## config.mk

```make
export PLATFORM = sky130hd
export DESIGN_NAME = fetch_queue
export DESIGN_NICKNAME = d
export VERILOG_FILES = /design/src/rtl/fetch_pkg.sv /design/src/rtl/fetch_fifo.sv /design/src/rtl/fetch_queue.sv
export SDC_FILE = /design/constraint.sdc
export NUM_CORES = 1
export LEC_CHECK = 0
export ABC_AREA = 1
export ABC_CLOCK_PERIOD_IN_PS = 6000
export CAP_MARGIN = 20
export CORE_MARGIN = 8
export CORE_UTILIZATION = 59
export DETAILED_ROUTE_END_ITERATION = 6
export PLACE_DENSITY = 0.85
export SLEW_MARGIN = 30
export SYNTH_ARGS = -nofsm -noshare
export SYNTH_HDL_FRONTEND = slang
export SYNTH_SLANG_ARGS = --single-unit
```

## constraint.sdc

```tcl
create_clock -name CLK -period 6 [get_ports CLK]
set_clock_uncertainty 0.05 [all_clocks]
set_input_delay 1.2 -clock CLK [delete_from_list [all_inputs] [get_ports CLK]]
set_output_delay 1.2 -clock CLK [all_outputs]
set_load 0.005 [all_outputs]
```

## src/rtl/fetch_pkg.sv

```systemverilog
// fetch_pkg: shared types and default constants for the instruction-fetch front end.
//   FETCH_IW / FETCH_AW / FETCH_CW : default instruction, address and counter widths
//   FETCH_HALT_OP                  : default encoding of the halt instruction
//   fetch_entry_t                  : one queue entry, {instruction, pc}, at default widths
package fetch_pkg;

  localparam int unsigned FETCH_IW = 9;
  localparam int unsigned FETCH_AW = 10;
  localparam int unsigned FETCH_CW = 16;

  localparam logic [FETCH_IW-1:0] FETCH_HALT_OP = 9'h1FF;

  typedef struct packed {
    logic [FETCH_IW-1:0] inst;
    logic [FETCH_AW-1:0] pc;
  } fetch_entry_t;

endpackage

```

## src/rtl/fetch_fifo.sv

```systemverilog
// fetch_fifo: circular buffer of fetch entries with push, pop, flush and occupancy count.
//   clk, rst_n : clock, asynchronous active-low reset
//   push, pop  : enqueue wdata / dequeue head (callers never pop when empty or push when full without pop)
//   flush      : drop every entry and any push in the same cycle
//   wdata      : entry to enqueue
//   rdata      : head entry, '0 while empty
//   count      : current number of entries
module fetch_fifo
  import fetch_pkg::*;
#(
  parameter int unsigned DEPTH   = 4,
  parameter type         entry_t = fetch_entry_t
) (
  input  logic                     clk,
  input  logic                     rst_n,
  input  logic                     push,
  input  logic                     pop,
  input  logic                     flush,
  input  entry_t                   wdata,
  output entry_t                   rdata,
  output logic [$clog2(DEPTH):0]   count
);

  localparam int unsigned PW = $clog2(DEPTH);

  entry_t            mem [DEPTH];
  logic [PW-1:0]     wr_ptr;
  logic [PW-1:0]     rd_ptr;

  // DEPTH is a power of two, so the pointers wrap naturally.
  always_ff @(posedge clk or negedge rst_n) begin
    if (!rst_n) begin
      wr_ptr <= '0;
      rd_ptr <= '0;
      count  <= '0;
    end else if (flush) begin
      wr_ptr <= '0;
      rd_ptr <= '0;
      count  <= '0;
    end else begin
      if (push) wr_ptr <= wr_ptr + 1'b1;
      if (pop)  rd_ptr <= rd_ptr + 1'b1;
      case ({push, pop})
        2'b10:   count <= count + 1'b1;
        2'b01:   count <= count - 1'b1;
        default: count <= count;
      endcase
    end
  end

  always_ff @(posedge clk) begin
    if (push && !flush) mem[wr_ptr] <= wdata;
  end

  // Storage is not reset; gate the head so an empty queue reads as zero.
  assign rdata = (count != '0) ? mem[rd_ptr] : '0;

endmodule

```

## src/rtl/fetch_queue.sv

```systemverilog
// fetch_queue: instruction-fetch front end for the accumulator processor.
// Owns the PC, prefetches from a combinational ROM into a DEPTH-entry queue and
// hands {inst, pc} to decode with valid/ready. Handles redirect+flush, halt
// detection and a saturating cycle counter.
//   CLK, start_n        : clock, asynchronous active-low reset
//   imem_addr/imem_data : ROM address (= fetch pc) and same-cycle ROM data
//   inst_valid/inst/inst_pc/inst_ready : head of queue handshake
//   redirect_en/redirect_target        : taken jump/branch, flush and refetch
//   halt                : sticky, set once the halt opcode is consumed
//   cycle_ct            : saturating cycles since reset while not halted
// Optional macro FETCH_PERF_EN adds retired_ct and flush_ct saturating counters.
module fetch_queue
  import fetch_pkg::*;
#(
  parameter int unsigned     IW      = FETCH_IW,
  parameter int unsigned     AW      = FETCH_AW,
  parameter int unsigned     DEPTH   = 4,
  parameter logic [IW-1:0]   HALT_OP = IW'(FETCH_HALT_OP),
  parameter int unsigned     CW      = FETCH_CW
) (
  input  logic          CLK,
  input  logic          start_n,
  output logic [AW-1:0] imem_addr,
  input  logic [IW-1:0] imem_data,
  output logic          inst_valid,
  output logic [IW-1:0] inst,
  output logic [AW-1:0] inst_pc,
  input  logic          inst_ready,
  input  logic          redirect_en,
  input  logic [AW-1:0] redirect_target,
  output logic          halt,
  output logic [CW-1:0] cycle_ct
`ifdef FETCH_PERF_EN
  ,
  output logic [CW-1:0] retired_ct,
  output logic [CW-1:0] flush_ct
`endif
);

  localparam int unsigned CNTW = $clog2(DEPTH) + 1;
  localparam logic [CNTW-1:0] FULL = CNTW'(DEPTH);
  localparam logic [CNTW-1:0] ONE  = CNTW'(1);

  typedef struct packed {
    logic [IW-1:0] inst;
    logic [AW-1:0] pc;
  } entry_t;

  logic [AW-1:0]   fetch_pc;
  logic            fetch_stop;
  logic [CNTW-1:0] count;
  entry_t          head;
  entry_t          wdata;
  logic            pop;
  logic            fetch_ok;
  logic            push;
  logic            redir;

  assign imem_addr  = fetch_pc;
  assign inst_valid = (count != '0);
  assign inst       = head.inst;
  assign inst_pc    = head.pc;

  assign pop      = inst_valid & inst_ready;
  // Fetch would proceed this cycle if no redirect were present.
  assign fetch_ok = !fetch_stop && !halt && ((count != FULL) || pop);
  assign push     = !redirect_en && fetch_ok;
  assign redir    = redirect_en && !halt;
  assign wdata    = '{inst: imem_data, pc: fetch_pc};

  fetch_fifo #(
    .DEPTH   (DEPTH),
    .entry_t (entry_t)
  ) u_fifo (
    .clk   (CLK),
    .rst_n (start_n),
    .push  (push),
    .pop   (pop),
    .flush (redir),
    .wdata (wdata),
    .rdata (head),
    .count (count)
  );

  always_ff @(posedge CLK or negedge start_n) begin
    if (!start_n) begin
      fetch_pc   <= '0;
      fetch_stop <= 1'b0;
      halt       <= 1'b0;
      cycle_ct   <= '0;
    end else begin
      if (redir) begin
        fetch_pc   <= redirect_target;
        fetch_stop <= 1'b0;
      end else if (push) begin
        fetch_pc <= fetch_pc + 1'b1;
        if (imem_data == HALT_OP) fetch_stop <= 1'b1;
      end
      if (pop && (head.inst == HALT_OP)) halt <= 1'b1;
      if (!halt && (cycle_ct != '1)) cycle_ct <= cycle_ct + 1'b1;
    end
  end

`ifdef FETCH_PERF_EN
  logic drop_entries;

  // The entry popped alongside a redirect is the branch itself, not a discard.
  assign drop_entries = pop ? (count > ONE) : (count != '0);

  always_ff @(posedge CLK or negedge start_n) begin
    if (!start_n) begin
      retired_ct <= '0;
      flush_ct   <= '0;
    end else begin
      if (pop && (retired_ct != '1)) retired_ct <= retired_ct + 1'b1;
      if (redir && (drop_entries || fetch_ok) && (flush_ct != '1))
        flush_ct <= flush_ct + 1'b1;
    end
  end
`else
  logic unused_one;
  assign unused_one = ^ONE;
`endif

endmodule

```

==> flow_summary.yaml <==
status:
  status: "finished clean"
routing:
  wl_per_cell_um: 16.1
  wl_um: 11800
  vias_per_cell: 5.51
  vias: 4035
  ant_nets: 0
  dr.pass1.iters: 5
  drt_iter0_drc: 267
  drc: 0
floorplanning:
  io_pins: 70
  fp.dieArea_mm2: 0.0121
  row_count: 34
  fp.dieH_um: 110
  start_util_pct: 60.3
  die-width_um: 110
  core_area_mm2: 0.00864
setup_path:
  crit_start: "u_fifo.rd_ptr[1]"
  worstPathArrival_ps: 2820
  crit_type: "reg -> out"
  cp-end-kind: "output pin"
  cp_slowest_stage_delay_ps: 800
  reg2reg_from: "u_fifo.count[1]"
  critPathRequiredTime_ps: 4750
  reg2reg_to: "u_fifo.count[2]"
  crit_path_end: "inst_pc[4]"
  cp_max_fo: 21
  rr_worst_depth: 12
  critPathSlowestCell: "dfrtp_1"
  crit_path_start_kind: "flop"
  r2r_setup_slack_ps: 3660
  cp_cell_sequence: "inv_1 -> nor2_1 -> o21ai_0 -> a21oi_1 -> clkdlybuf4s50_1"
timing:
  setup_viol: 0
  fin_crit_sh_pct: 67.9
  timing.final.hold_violations: 0
  timing.fmax_mhz: 246
  worstMarginPinSlew_ps: 773
  fin_ws_ps: 1930
  min_period_ps: 4070
  rsz0062_at_grt: "no"
  drv_slew: 0
  slew_headroom_pct: 48.3
  tns_ps: 0
clock_tree:
  numCtsBuffers: 9
  path_clk_slew_ps: 100
  ctsResizeCount: 0
  cts_tree: "yes"
  clk_path_buf_depth: 2
  clkLatencyLatePin_ps: 370
  clkSinkCount: 111
  root_buffer: "clkbuf_8"
  post_cts.repair.setup_buffers: 0
  postCtsHoldBufs: 0
  htreeDepth: 3
synthesis:
  yosysSeqAreaShare_pct: 60.7
  synth_area_leaders: "edfxtp_1 (44%), dfrtp_1 (17%), nand2_1 (11%), nor2_1 (5.8%), nand3_1 (3.6%)"
  syn_inst: 552
  async_flop_share_pct: 31.5
  post_synth_num_cell_types: 32
  netlist_top_cells_count: "nand2_1 (150), nor2_1 (80), edfxtp_1 (76)"
  synth_edf_count: 76
  synth_seq_cells: 111
  yosysTopAreaCellShare_pct: 43.9
  synthMostInstantiatedCell: "nand2_1"
  yosys_warnings: 0
  syn_avg_cell_area_um2: 9.43
  ys.flop_type: "edfxtp_1"
  synth_top_area_cell: "edfxtp_1"
  synth_area_mm2: 0.00520
  synth_fp_nets: 582
global_routing:
  overflow: 0
  grt_pass1_wl_um: 19000
  antenna_found_initial: 0
  grt_use_total_pct: 20.3
  grt_pass1_vias: 3959
  grt_max_degree: 43
cells_and_area:
  stdcell_count: 732
  fin_nets: 649
  final.fill_count: 604
  area_growth_syn_to_layout_pct: 18.6
  drive_above_1_share_pct: 4.65
  final_area_mm2: 0.00617
  insertedDiodeCount: 0
min_path:
  hold_class: "reg -> reg"
  hold_start: "fetch_stop"
  hold-path-cell-count: 2
pwr:
  finalPower_mw: 2.04
  ir_drop_v: 0.000160
  p_per_area_mw_per_mm2: 331
  leakage_nw: 2.50
placement:
  dp_slack_ps: 2360
  gp_congestion: 0.921
  postPlaceCellArea_mm2: 0.00598
  numPortBuffers: 69
  dpl.hpwl_um: 7830
  dp.cells: 716
job:
  maxCapViolCount: 0
## logic make-up (layout without fill, tap and decap cells)
group                      after synthesis  in the layout  synth area share, %
AOI/OAI and AO/OA                       61             61                 6.06
xor gates and xnor gates                16             16                 2.69
adders and majority gates                7              7                 1.83
buffers and inverters                   64            136                 5.17
DFF                                    111            111                 60.7
and+or+nand+nor                        293            293                 23.6
## layer usage
metal  up-vias  wire [um]  GRT usage [%]
met5         -          0              0
met1      1887       4690           24.9
met4         0        229           8.49
met3        26        839           3.40
li1       1955          -              -
met2       167       6040           34.5
## final cells by class
type	instances	area, um2	share of cell area (%)
Timing Repair Buffer	75	736	11.9
Multi-Input combinational cell	377	1780	28.8
Clock buffer	10	128	2.07
Clock inverter	6	68.8	1.11
Sequential cell	111	3160	51.2
Inverter	45	171	2.78
Tap cell	108	135	2.19
## critical path: cells and delay by family, from the launching register on
kind / cells / cell delay, ps
buf+inv: 2 / 1120
flops: 1 / 800
compound gates: 2 / 330
simple gates: 1 / 200
## flip-flops by register name, summed over array words and instances (netlist names)
name / cells
u_fifo.mem: 76
cycle_ct: 16
imem_addr: 10
u_fifo.count: 3
u_fifo.rd_ptr: 2
u_fifo.wr_ptr: 2
fetch_stop: 1
halt: 1
## through the flow
| stage | hold slack, ps | util [%] |
|---|---|---|
| CTS | 488 | 71.5 |
| detailed placement | 474 | 69.2 |
| global route | 523 | 71.5 |
| floorplan | 445 | - |
| finish | 486 | 71.5 |
| global placement | 455 | 69.2 |
## placed cells by master (no fill, tap or decap)
cell type	netlist	layout
inv_4	1	1
nor2_1	80	80
nand3_2	2	2
o22ai_1	2	2
nand2_1	150	150
inv_2	1	1
nor3_1	9	9
nand2_4	1	1
ha_1	6	6
inv_8	0	1
or2_2	1	1
nor3_4	1	1
inv_6	0	1
and2_0	1	1
inv_1	41	41
o21ai_0	37	37
xor2_1	11	11
clkbuf_1	8	1
clkdlybuf4s50_1	0	69
clkinv_1	2	3
nand2_2	2	2
nand4_1	6	6
a21oi_1	19	19
edfxtp_1	76	76
nor3b_1	1	1
dfrtp_1	35	35
clkbuf_8	0	9
bufinv_16	0	1
fa_1	1	1
clkinvlp_4	0	2
o211ai_1	3	3
nand3_1	37	37
nand3b_1	2	2
buf_4	1	6
xnor2_1	5	5
## where the power goes
group          internal, mW  total (mW)  switching (mW)
registers             0.838       0.880          0.0419
clock network         0.196       0.446           0.250
logic                 0.329       0.718           0.388
## how the worst min path moves through the flow
stage	slack (ps)	end
floorplan	440	fetch_stop
global placement	450	fetch_stop
detailed placement	470	fetch_stop
CTS	490	fetch_stop
global route	520	fetch_stop
finish	490	fetch_stop
Power figures use the tool's default switching activity.
==> edit: new RTL, same flow settings <==
Build with the macro `FETCH_PERF_EN` defined.
--- a/src/rtl/fetch_queue.sv
+++ b/src/rtl/fetch_queue.sv
@@ -11,2 +11,4 @@
 // Optional macro FETCH_PERF_EN adds retired_ct and flush_ct saturating counters.
+`define FETCH_PERF_EN
+
 module fetch_queue
Formal check against the unedited RTL (old outputs only; new: flush_ct and retired_ct): equivalent (equiv_simple and equiv_induct, registers matched by name and starting in step).
==> edit against the original RTL <==
  * Sequential share of layout area decreased by 6.1 points
  * Fmax increased by 5.8%
  * Sequential cell count increased by 32
  * Final area increased by 42%
  * Synthesized cell count increased by 47%
  * Power increased by 47%
  * Routed wire length increased by 41%
  * Largest power group unchanged
  * Area after synthesis increased by 36%
  * Critical path type unchanged
  * Setup slack improved by 0.22 ns
  * Utilization increased by 2.5 points
==> edit: results (changes against the original RTL) <==
stage,metric,value,unit,change
logic_synthesis,synth_cell_type_count,34,,+6.3%
placement,pre_cts_ws,2.56,ns,+0.200 ns
placement,placedCellCount,1041,,+45%
finish,fillers,865,,+43%
finish,drive_above_1_share,7.78,%,+3.1 points
logic_synthesis,yosysSeqAreaShare,55.9,%,-4.8 points
global_route,grt_usage,21.4,%,+1.2 points
setup_path,r2r-start,u_fifo.count[0]$_DFFE_PN0P_,,
cts,root_buffer,clkbuf_16,,
power_and_ir_drop,peakVddDrop,0.000174,V,+8.6%
logic_synthesis,synthArstFlopShare,46.9,%,+15 points
global_route,grt_max_degree,44,,+2.3%
routing,routed-via-count,5753,,+43%
setup_path,worstPathArrival,2.60,ns,-0.22 ns
global_route,grt_pass1_wl,27100,um,+42%
setup_path,crit_end,inst_pc[2],,
status,outcome,finished clean,,
sta,hold_slack,0.469,ns,-0.0170 ns
finish,num-nets-final,947,,+46%
logic_synthesis,syn_inst,810,,+47%
routing,drtIter0Drc,525,,+97%
finish,layout.cells.non_filler,1073,,+47%
sta,timing.final.crit_share,64.2,%,-3.7 points
global_route,first_global_vias,5547,,+40%
cts,clk_pin_slew,0.06,ns,-0.04 ns
power_and_ir_drop,power_switching,0.954,mW,+40%
setup_path,r2r-end,retired_ct[3]$_DFFE_PN0P_,,
setup_path,r2r_cells,10,,-2
setup_path,r2r_setup_slack,3.83,ns,+0.17 ns
[edit: cell count changes after synthesis, sizes merged, moves of 2 or more]
| cell | unedited run | this run |
|---|---|---|
| nand2 | 153 | 242 |
| dfrtp | 35 | 67 |
| inv | 43 | 73 |
| nor2 | 80 | 105 |
| nand3 | 39 | 59 |
| o21ai | 37 | 55 |
| xor2 | 11 | 20 |
| xnor2 | 5 | 13 |
| nand4 | 6 | 13 |
| nor3 | 10 | 17 |
| buf | 11 | 17 |
| ha | 6 | 11 |
| nand3b | 2 | 4 |
| o211ai | 3 | 1 |
[edit: logic make-up after synthesis]
| group | Yosys count | synth area share [%] |
|---|---|---|
| AOI/OAI and AO/OA | 81 | 6.03 |
| and+or+nand+nor | 444 | 26.4 |
| xor gates and xnor gates | 33 | 4.08 |
| adders and majority gates | 11 | 1.94 |
| buffers and inverters | 98 | 5.60 |
| DFF | 143 | 55.9 |
[edit: critical path: cells and delay by family (launching register included)]
family,cells,cell delay (ns)
AO/OA/AOI/OAI,2,0.27
buffers and inverters,2,0.91
flip-flops,1,0.80
AND/OR/NAND/NOR,1,0.19
[edit: power by group through the flow]
stage	Clock, mW	Sequential [mW]	Combinational [mW]
after floorplan	0	1.13	0.496
after global placement	0	1.16	0.817
after detailed placement	0	1.16	0.838
after CTS	1.04	1.14	0.843
after global routing	1.09	1.15	0.942
final	1.02	1.14	0.838
[edit: final cells by class]
class | count | share of cell area (%)
timing repair buffer | 108 | 12.1
clock inverter | 15 | 1.74
clock buffer | 17 | 4.84
multi-input combinational | 569 | 31.0
sequential | 143 | 45.1
inverter | 74 | 3.16
tap | 147 | 2.09
[edit: how the worst min path moves through the flow]
stage | from | end | cells after the start
after global routing | cycle_ct[12]$_DFFE_PN0P_ | cycle_ct[12]$_DFFE_PN0P_ | 1
final | cycle_ct[12]$_DFFE_PN0P_ | cycle_ct[12]$_DFFE_PN0P_ | 1
after detailed placement | fetch_stop$_DFFE_PN0P_ | fetch_stop$_DFFE_PN0P_ | 2
after global placement | fetch_stop$_DFFE_PN0P_ | fetch_stop$_DFFE_PN0P_ | 2
after floorplan | fetch_stop$_DFFE_PN0P_ | fetch_stop$_DFFE_PN0P_ | 2
after CTS | fetch_stop$_DFFE_PN0P_ | fetch_stop$_DFFE_PN0P_ | 2
[edit: metrics by stage]
stage          cell area (um^2)  power [mW]
2_1_floorplan              7080        1.62
3_3_place_gp               8200        1.98
3_5_place_dp               8200        2.00
4_1_cts                    8780        3.02
5_1_grt                    8780        3.18
6_report                   8780        3.00
[edit: routing by layer]
layer / routed length, um / track usage [%] / vias up
li1: - / - / 2854
met1: 7100 / 26.0 / 2645
met2: 7980 / 35.0 / 228
met3: 1250 / 6.29 / 26
met4: 303 / 8.95 / 0
met5: 0 / 0 / -
